### src/rtl/mmio_pkg.sv
// Shared types and default constants for the CPU-to-MMIO bridge.
// Channel indices name the standard peripherals hung off the IO window.
package mmio_pkg;

    typedef enum logic [1:0] {
        StIdle   = 2'd0,
        StIoWait = 2'd1,
        StDone   = 2'd2
    } state_e;

    localparam logic [31:0] IO_BASE_DEFAULT  = 32'hFFFF_FC00;
    localparam int unsigned CH_SHIFT_DEFAULT = 4;

    localparam int unsigned CH_LED  = 0;
    localparam int unsigned CH_SW   = 1;
    localparam int unsigned CH_SEG  = 2;
    localparam int unsigned CH_UART = 3;

endpackage

### src/rtl/mmio_decoder.sv
// Combinational IO window decode: address -> {hit, channel index}.
module mmio_decoder
    import mmio_pkg::*;
#(
    parameter int unsigned       ADDR_W   = 32,
    parameter logic [ADDR_W-1:0] IO_BASE  = IO_BASE_DEFAULT,
    parameter int unsigned       CH_SHIFT = CH_SHIFT_DEFAULT,
    parameter int unsigned       N_CH     = 4,
    parameter int unsigned       CH_W     = (N_CH > 1) ? $clog2(N_CH) : 1
) (
    input  logic [ADDR_W-1:0] i_addr,
    output logic              o_hit,
    output logic [CH_W-1:0]   o_ch
);

    localparam int unsigned    SPAN_W = ADDR_W + 1;
    // One extra bit so a window ending at the top of the address space cannot wrap.
    localparam logic [ADDR_W:0] SPAN  = SPAN_W'(N_CH) << CH_SHIFT;

    logic [ADDR_W-1:0] w_offset;

    assign w_offset = i_addr - IO_BASE;
    assign o_hit    = (i_addr >= IO_BASE) && ({1'b0, w_offset} < SPAN);
    assign o_ch     = w_offset[CH_SHIFT +: CH_W];

endmodule

### src/rtl/mmio_bridge.sv
// CPU bridge to data memory and N memory-mapped IO channels; stalls the CPU
// through each IO ack handshake and reports decode misses, conflicts and timeouts.
module mmio_bridge
    import mmio_pkg::*;
#(
    parameter int unsigned       DATA_W   = 32,
    parameter int unsigned       ADDR_W   = 32,
    parameter int unsigned       IO_W     = 16,
    parameter int unsigned       N_CH     = 4,
    parameter logic [ADDR_W-1:0] IO_BASE  = IO_BASE_DEFAULT,
    parameter int unsigned       CH_SHIFT = CH_SHIFT_DEFAULT,
    parameter int unsigned       SIGN_EXT = 0,
    parameter int unsigned       TIMEOUT  = 255
) (
    input  logic                 i_clk,
    input  logic                 i_rst_n,
    input  logic                 i_cpu_mread,
    input  logic                 i_cpu_mwrite,
    input  logic                 i_cpu_ioread,
    input  logic                 i_cpu_iowrite,
    input  logic [ADDR_W-1:0]    i_cpu_addr,
    input  logic [DATA_W-1:0]    i_cpu_wdata,
    output logic [DATA_W-1:0]    o_cpu_rdata,
    output logic                 o_cpu_stall,
    output logic                 o_bus_err,
    output logic [ADDR_W-1:0]    o_mem_addr,
    output logic                 o_mem_we,
    output logic [DATA_W-1:0]    o_mem_wdata,
    input  logic [DATA_W-1:0]    i_mem_rdata,
    output logic [N_CH-1:0]      o_io_cs,
    output logic                 o_io_we,
    output logic [CH_SHIFT-1:0]  o_io_addr,
    output logic [DATA_W-1:0]    o_io_wdata,
    input  logic [N_CH*IO_W-1:0] i_io_rdata,
    input  logic [N_CH-1:0]      i_io_ack
);

    localparam int unsigned CH_W  = (N_CH > 1) ? $clog2(N_CH) : 1;
    localparam int unsigned CNT_W = $clog2(TIMEOUT + 1);

    state_e              r_state, w_state_nxt;
    logic [N_CH-1:0]     r_cs, w_cs_nxt;
    logic                r_we, w_we_nxt;
    logic [CH_SHIFT-1:0] r_addr, w_addr_nxt;
    logic [DATA_W-1:0]   r_wdata, w_wdata_nxt;
    logic [CH_W-1:0]     r_ch, w_ch_nxt;
    logic [DATA_W-1:0]   r_rdata, w_rdata_nxt;
    logic                r_err, w_err_nxt;
    logic [CNT_W-1:0]    r_cnt, w_cnt_nxt;

    logic                w_io_req;
    logic                w_hit;
    logic [CH_W-1:0]     w_dec_ch;
    logic                w_ack;
    logic [IO_W-1:0]     w_slice;
    logic [DATA_W-1:0]   w_ext;
    logic                w_unused_mread;

    mmio_decoder #(
        .ADDR_W   (ADDR_W),
        .IO_BASE  (IO_BASE),
        .CH_SHIFT (CH_SHIFT),
        .N_CH     (N_CH),
        .CH_W     (CH_W)
    ) u_decoder (
        .i_addr (i_cpu_addr),
        .o_hit  (w_hit),
        .o_ch   (w_dec_ch)
    );

    assign w_io_req       = i_cpu_ioread | i_cpu_iowrite;
    // dmem reads are side-effect free, so the read strobe needs no gating here.
    assign w_unused_mread = i_cpu_mread;

    assign o_mem_addr  = i_cpu_addr;
    assign o_mem_we    = i_cpu_mwrite & ~w_io_req;
    assign o_mem_wdata = o_mem_we ? i_cpu_wdata : '0;

    assign w_ack   = i_io_ack[r_ch];
    assign w_slice = i_io_rdata[32'(r_ch) * IO_W +: IO_W];
    assign w_ext   = (SIGN_EXT != 0) ? {{(DATA_W - IO_W){w_slice[IO_W-1]}}, w_slice}
                                     : {{(DATA_W - IO_W){1'b0}}, w_slice};

    assign o_cpu_stall = ((r_state == StIdle) && w_io_req) || (r_state == StIoWait);
    assign o_cpu_rdata = (r_state == StDone) ? r_rdata : (w_io_req ? '0 : i_mem_rdata);
    assign o_bus_err   = r_err;
    assign o_io_cs     = r_cs;
    assign o_io_we     = r_we;
    assign o_io_addr   = r_addr;
    assign o_io_wdata  = r_wdata;

    always_comb begin
        w_state_nxt = r_state;
        w_cs_nxt    = r_cs;
        w_we_nxt    = r_we;
        w_addr_nxt  = r_addr;
        w_wdata_nxt = r_wdata;
        w_ch_nxt    = r_ch;
        w_rdata_nxt = r_rdata;
        w_err_nxt   = 1'b0;
        w_cnt_nxt   = r_cnt;
        unique case (r_state)
            StIdle: begin
                if (w_io_req) begin
                    if (w_hit && !(i_cpu_ioread && i_cpu_iowrite)) begin
                        for (int k = 0; k < N_CH; k++) begin
                            w_cs_nxt[k] = (w_dec_ch == CH_W'(k));
                        end
                        w_we_nxt    = i_cpu_iowrite;
                        w_addr_nxt  = i_cpu_addr[CH_SHIFT-1:0];
                        w_wdata_nxt = i_cpu_wdata;
                        w_ch_nxt    = w_dec_ch;
                        w_state_nxt = StIoWait;
                    end else begin
                        w_err_nxt   = 1'b1;
                        w_rdata_nxt = '0;
                        w_cs_nxt    = '0;
                        w_state_nxt = StDone;
                    end
                end
            end
            StIoWait: begin
                w_cnt_nxt = r_cnt + 1'b1;
                // Ack wins over a timeout landing on the same cycle.
                if (w_ack) begin
                    w_rdata_nxt = r_we ? '0 : w_ext;
                    w_cs_nxt    = '0;
                    w_state_nxt = StDone;
                end else if (r_cnt == CNT_W'(TIMEOUT - 1)) begin
                    w_err_nxt   = 1'b1;
                    w_rdata_nxt = '0;
                    w_cs_nxt    = '0;
                    w_state_nxt = StDone;
                end
            end
            StDone: begin
                w_cnt_nxt   = '0;
                w_state_nxt = StIdle;
            end
            default: begin
                w_cs_nxt    = '0;
                w_cnt_nxt   = '0;
                w_state_nxt = StIdle;
            end
        endcase
    end

    always_ff @(posedge i_clk or negedge i_rst_n) begin
        if (!i_rst_n) begin
            r_state <= StIdle;
            r_cs    <= '0;
            r_we    <= 1'b0;
            r_addr  <= '0;
            r_wdata <= '0;
            r_ch    <= '0;
            r_rdata <= '0;
            r_err   <= 1'b0;
            r_cnt   <= '0;
        end else begin
            r_state <= w_state_nxt;
            r_cs    <= w_cs_nxt;
            r_we    <= w_we_nxt;
            r_addr  <= w_addr_nxt;
            r_wdata <= w_wdata_nxt;
            r_ch    <= w_ch_nxt;
            r_rdata <= w_rdata_nxt;
            r_err   <= w_err_nxt;
            r_cnt   <= w_cnt_nxt;
        end
    end

endmodule

### config.mk
export PLATFORM = sky130hd
export DESIGN_NAME = mmio_bridge
export DESIGN_NICKNAME = d
export VERILOG_FILES = /design/src/rtl/mmio_pkg.sv /design/src/rtl/mmio_decoder.sv /design/src/rtl/mmio_bridge.sv
export SDC_FILE = /design/constraint.sdc
export NUM_CORES = 1
export LEC_CHECK = 0
export ABC_AREA = 0
export CORE_AREA = 2 2 119 121
export DETAILED_ROUTE_END_ITERATION = 16
export DIE_AREA = 0 0 121 123
export PLACE_DENSITY = 0.72
export SYNTH_ARGS = -nofsm -noshare
export SYNTH_HDL_FRONTEND = slang
export SYNTH_SLANG_ARGS = --single-unit
### constraint.sdc
create_clock -name i_clk -period 2.4 [get_ports i_clk]
set_clock_uncertainty 0.15 [all_clocks]
set_input_delay 0.48 -clock i_clk [delete_from_list [all_inputs] [get_ports i_clk]]
set_output_delay 0.48 -clock i_clk [all_outputs]
set_load 0.005 [all_outputs]
# Word level (Yosys, flattened, before mapping)
# Cells that the tools add are included.
# totals
in_bits	170
reg_bits	86
word_cells	68
# classes
eq_ne	9
mux	27
shifts	1
magnitude_cmp	3
n_bitwise	4
addsub	2
reduce_logical	13
# ops
cell	count
two-way mux 32 bit	7
one-hot mux 32 bit (2 select lines)	1
indexed part select 64 x 7 -> 16 bit	1
greater-or-equal comparator 32 bit (second input constant)	1
< comparator 32 x 7 -> 1 bit (second input constant)	1
subtractor 32 bit (second input constant)	1
two-way mux 16 bit	1
two-way mux 4 bit	4
one-hot mux 8 bit (2 select lines)	1
one-hot mux 4 bit (3 select lines)	1
adder 8 x 1 -> 8 bit (second input constant)	1
equality test 8 bit (second input constant)	1
two-way mux 2 bit	4
equality test 2 bit (second input constant)	3
AND reduction 3 bit	2
two-way mux 1 bit	5
equality test 2 x 1 -> 1 bit (second input constant)	2
logical AND 1 bit	4
zero test 2 bit	2
inequality test 2 bit (second input constant)	2
one-hot mux 2 bit (2 select lines)	1
AND reduction 4 bit	1
< comparator 2 x 3 -> 1 bit (second input constant)	1
inequality test 3 x 2 -> 1 bit (second input constant)	1
other kinds (9)	10

# Longest topological paths before layout
# Gate-level depths: netlist of the first run.
# depth
ltp_word	7
mapped_depth	9

# Modules after synthesis
# From an unflattened synthesis of the first run, not the netlist that was laid out.
# unflattened
cells_unflattened	340
hier_area_um2	4030.1
# by_module_without_submodules
mod	instances	area_each_um2	cells_per_inst	seq_area_each_um2
mmio_bridge	1	3941.3	329	1751.7
mmio_decoder	1	88.8	11	0.0

# Worst setup path before layout of the first run
# Ideal clock, no wire load.
# synth_path
path_type	input-to-reg
start	input i_cpu_addr[19]
end	register r_addr[0], in the netlist o_io_addr[0]
stages	7
n_path_buf	2
t_required_ns	2.125
t_arrival_ns	2.155
setup_slack_ns	-0.030
path_cell_list	nand4_1 > nor3_1 > mux2_2 > nor4b_4 > buf_6 > buf_12 > mux2_4
# synth_between
elab_chain_len	5
word_cells_on_any_way	6
cone_classes	add/sub (1); order compare (2); reduce/logical (3)
# synth_lines
element	line	source
start: declaration	mmio_bridge.sv:21	input logic [ADDR_W-1:0] i_cpu_addr,
subtractor 32 bit	mmio_decoder.sv:22	assign w_offset = i_addr - IO_BASE;
< comparator 32 x 7 -> 1 bit	mmio_decoder.sv:23	assign o_hit = (i_addr >= IO_BASE) && ({1'b0, w_offset} < SPAN);
logical AND 1 bit *	mmio_decoder.sv:23	
logical AND 1 bit *	mmio_bridge.sv:105	if (w_hit && !(i_cpu_ioread && i_cpu_iowrite)) begin
AND reduction 3 bit (no source line) *	--	
end signal: assignment	mmio_bridge.sv:163	r_addr <= w_addr_nxt;
end: declaration	mmio_bridge.sv:44	logic [CH_SHIFT-1:0] r_addr, w_addr_nxt;
# Mark *: on every way between the ends. The rest lies on a longest branch, timed or not.
# A chain may end at the register's enable or synchronous reset.

# Worst setup path in the final report of the first run
# layout_path
start	input i_cpu_addr[25]
end	register r_wdata[27], in the netlist o_io_wdata[27]
# layout_between
elab_chain_len	5
word_cells_on_any_way	6
cone_classes	add/sub (1); order compare (2); reduce/logical (3)
# layout_lines
element	line	source
subtractor 32 bit	mmio_decoder.sv:22	
< comparator 32 x 7 -> 1 bit	mmio_decoder.sv:23	
logical AND 1 bit *	mmio_decoder.sv:23	
logical AND 1 bit *	mmio_bridge.sv:105	
AND reduction 3 bit (no source line) *	--	
end signal: assignment	mmio_bridge.sv:164	r_wdata <= w_wdata_nxt;
end: declaration	mmio_bridge.sv:45	logic [DATA_W-1:0] r_wdata, w_wdata_nxt;
# Marks and branches as above.

==> results.yml, run 1 <==
outcome:
  outcome: "finished, violations left"
  violations: "negative hold slack"
clock_network:
  path_clk_slew_ns: 0.06
  cts_hold_buffers: 0
  cts_buffers: 9
  htreeDepth: 3
  max-clock-path-buffers: 2
  cts_root_buf: "clkbuf_16"
  cts_tree: "built"
  clock_latency_ns: 0.32
  cts.sinks: 70
synthesis:
  ys_seq_area_share_pct: 42.2
  syn_area_per_cell_um2: 12.0
  syn_nets: 518
  yosys.area.top_type: "dfrtp_1"
  ys.flop_type: "dfrtp_1"
  synthCells: 346
  yosysTopAreaCellShare_pct: 42.2
  synthesis.area_mm2: 0.00416
  ys_async_sr_fraction_pct: 100
  synth_compound_area_share_pct: 9.67
  synth.mux.area_fraction_pct: 21.8
  yosysWarnings: 0
  yosys.area_share.xor_xnor_pct: 1.48
  yosysMostFrequentCell: "dfrtp_1"
  ys_types: 40
  yosys-top-cells-count: "dfrtp_1 (70), and3_1 (35), buf_4 (34), a22o_1 (32), mux2_4 (20)"
  synth_top_family_by_area: "multiplexers"
  synth_edf_count: 0
  synth_seq_cells: 70
  synth-simple-area-share_pct: 14.0
  synth_fa_ha_area_share_pct: 0.602
  ys_top_cells_by_area: "dfrtp_1 (42%), mux4_2 (9.2%), mux2_4 (7.2%)"
placed_design:
  placed_area_mm2: 0.00737
  hpwl_um: 11900
  placed_cells: 808
  place.gp.congestion: 0.782
  io_buffers: 308
routing:
  vias_per_cell: 4.85
  drtIter0Drc: 153
  wl_um: 17000
  remaining_drc_errors: 0
  vias: 4127
  wire_per_inst_um: 20.0
  dr.pass1.iters: 4
  ant_nets: 0
floorplanning:
  dieArea_mm2: 0.0149
  chipWidth_um: 121
  initial_core_util_pct: 30.5
  rows: 43
  ios: 310
  design.core.area_mm2: 0.0136
  die_h_um: 123
critical_path:
  reg2reg_to: "o_io_wdata[27]"
  crit_fanout: 5
  cp-startpoint: "i_cpu_addr[25]"
  cp.required_ns: 2.45
  cpMostUsedCell: "mux2_4"
  timing.critical_path.slowest_cell_delay_ns: 0.35
  cp-end-kind: "flop"
  regToRegSetupSlack_ns: 0.26
  crit_cells: 9
  worstSetupPathType: "primary input to flop"
  crit_chain: "dlygate4sd2_1 -> nand3_1 -> nor3_2 -> mux2_4 -> nor4b_4 -> buf_6 -> buf_12 -> clkbuf_16 -> mux2_4"
  endpoint: "o_io_wdata[27]"
  cp_slowest_cell: "mux2_4"
  critPathArrivalTime_ns: 2.39
  reg2reg_depth: 8
  critPathLaunchType: "primary input"
  cp.buffers_inverters: 4
  cpLargestDelayFamily: "buffers and inverters"
  timing.rr.start: "r_state[0]"
grt:
  grt_usage_pct: 21.6
  met3_usage_pct: 5.17
  grt_max_degree: 40
  overflow: 0
  grt_pass1_vias: 4328
  grt_busiest_layer: "met2"
  use_met1_pct: 24.4
  antenna_found_initial: 0
  grt_use_met2_pct: 40.9
  grt_pass1_wl_um: 24500
timing:
  slew_headroom_pct: 40.7
  worst_hold_slack_ns: -0.0118
  worst_slew_pin_slew_ns: 0.886
  final.period_utilization_pct: 97.5
  setup-tns-final_ns: 0
  clock.fmax_mhz: 427
  drv_slew: 0
  final-hold-violation-count: 4
  setup_violations: 0
  min_period_ns: 2.34
  grt_setup_unrepaired: "yes"
finish:
  num-fill-cells: 1153
  finalNetCount: 838
  stdcell_count: 851
  drive_gt1_share_pct: 25.8
  finalInstanceArea_mm2: 0.00813
  syn2layout_area_growth_pct: 95.7
  antenna_cells: 0
worst_hold_path:
  hold_class: "primary input to async pin"
pwr:
  p_total_mw: 3.27
  p_leak_nw: 3.84
  peakVddDrop_mv: 0.253
  powerDensity_mw_per_mm2: 402
job:
  maxCapViolations: 0
flip-flops by register name (all words and copies together) (netlist names):
register and count:
o_bus_err 1, o_io_addr 4, o_io_cs 4, o_io_wdata 32, o_io_we 1, r_ch 2
r_cnt 8, r_rdata 16, r_state 2
layout make-up:
class	instances	area (um2)	area share [%]
Clock buffer	10	229	2.82
Clock inverter	6	86.3	1.06
Inverter	6	22.5	0.277
Multi-Input combinational cell	212	2090	25.7
Sequential cell	70	1750	21.5
Tap cell	180	225	2.77
Timing Repair Buffer	367	3730	45.9
metal layers:
layer / routed length (um) / share of wire, %
met1: 6450 / 38
met2: 9290 / 55
met4: 144 / 0.85
met3: 1090 / 6.4
met5: 0 / 0
cells in the final DEF (no fill, tap or decap), drive strengths merged, types with 2 or more instances in the layout:
cell type	synthesis	final
and2	17	17
nand3	4	4
mux4	17	17
dfrtp	70	70
clkdlybuf4s15	0	18
nor2	9	9
xnor2	2	2
o21ai	6	6
nor4b	2	2
a21oi	3	3
clkbuf	17	31
buf	41	63
o41ai	4	4
nand4	7	7
mux2	39	39
xor2	5	5
and3	35	35
a22o	32	32
clkdlybuf4s50	0	213
ha	2	2
inv	6	6
bufinv	0	2
dlymetal6s2s	0	12
dlygate4sd2	0	40
nor3	3	3
nand2	11	11
clkinv	0	3
a211oi	2	2
logic make-up after synthesis:
logic type,after synthesis
muxes,57
DFF,70
xor gates and xnor gates,7
and+or+nand+nor,96
AOI/OAI and AO/OA,50
buffers and inverters,64
adders and majority gates,2
what timing repair did:
item	CTS	global route
cloned	8	3
pin swaps	10	14
gates resized for setup	123	80
buffers inserted	10	8
endpoints found under the setup margin	104	77
report_power, final:
| part | leakage, nW | internal [mW] | total (mW) | switching, mW |
|---|---|---|---|---|
| Sequential | 0.975 | 1.18 | 1.19 | 0.00178 |
| Clock | 0.152 | 0.908 | 1.39 | 0.487 |
| Combinational | 2.71 | 0.441 | 0.686 | 0.245 |
stage by stage:
stage | utilization, % | setup WS [ns]
2_1_floorplan | - | 0.0254
3_3_place_gp | 54.1 | -0.569
3_5_place_dp | 54.1 | -0.599
4_1_cts | 58.5 | -0.221
5_1_grt | 59.7 | -0.0222
6_report | 59.7 | 0.0605
worst min path at each step:
stage | from | slack [ns] | end | cells past startpoint
finish | i_rst_n | -0.01 | o_io_addr[2] | 1
global route | i_rst_n | 0.01 | o_io_addr[1] | 1
CTS | i_rst_n | 0.004 | o_io_addr[1] | 1
detailed placement | o_io_cs[0] | 0.32 | o_io_cs[0] | 2
global placement | o_io_cs[1] | 0.31 | o_io_cs[1] | 2
floorplan | i_rst_n | 0.03 | o_bus_err | 0
Note: power is estimated with default switching activity, not from simulation.
==> inputs of run 2 (changes only) <==
CTS_CLUSTER_DIAMETER = 80   (was default)
==> results of run 2 <==
No change in the layout: final DEF, timing and power equal those of run 1.
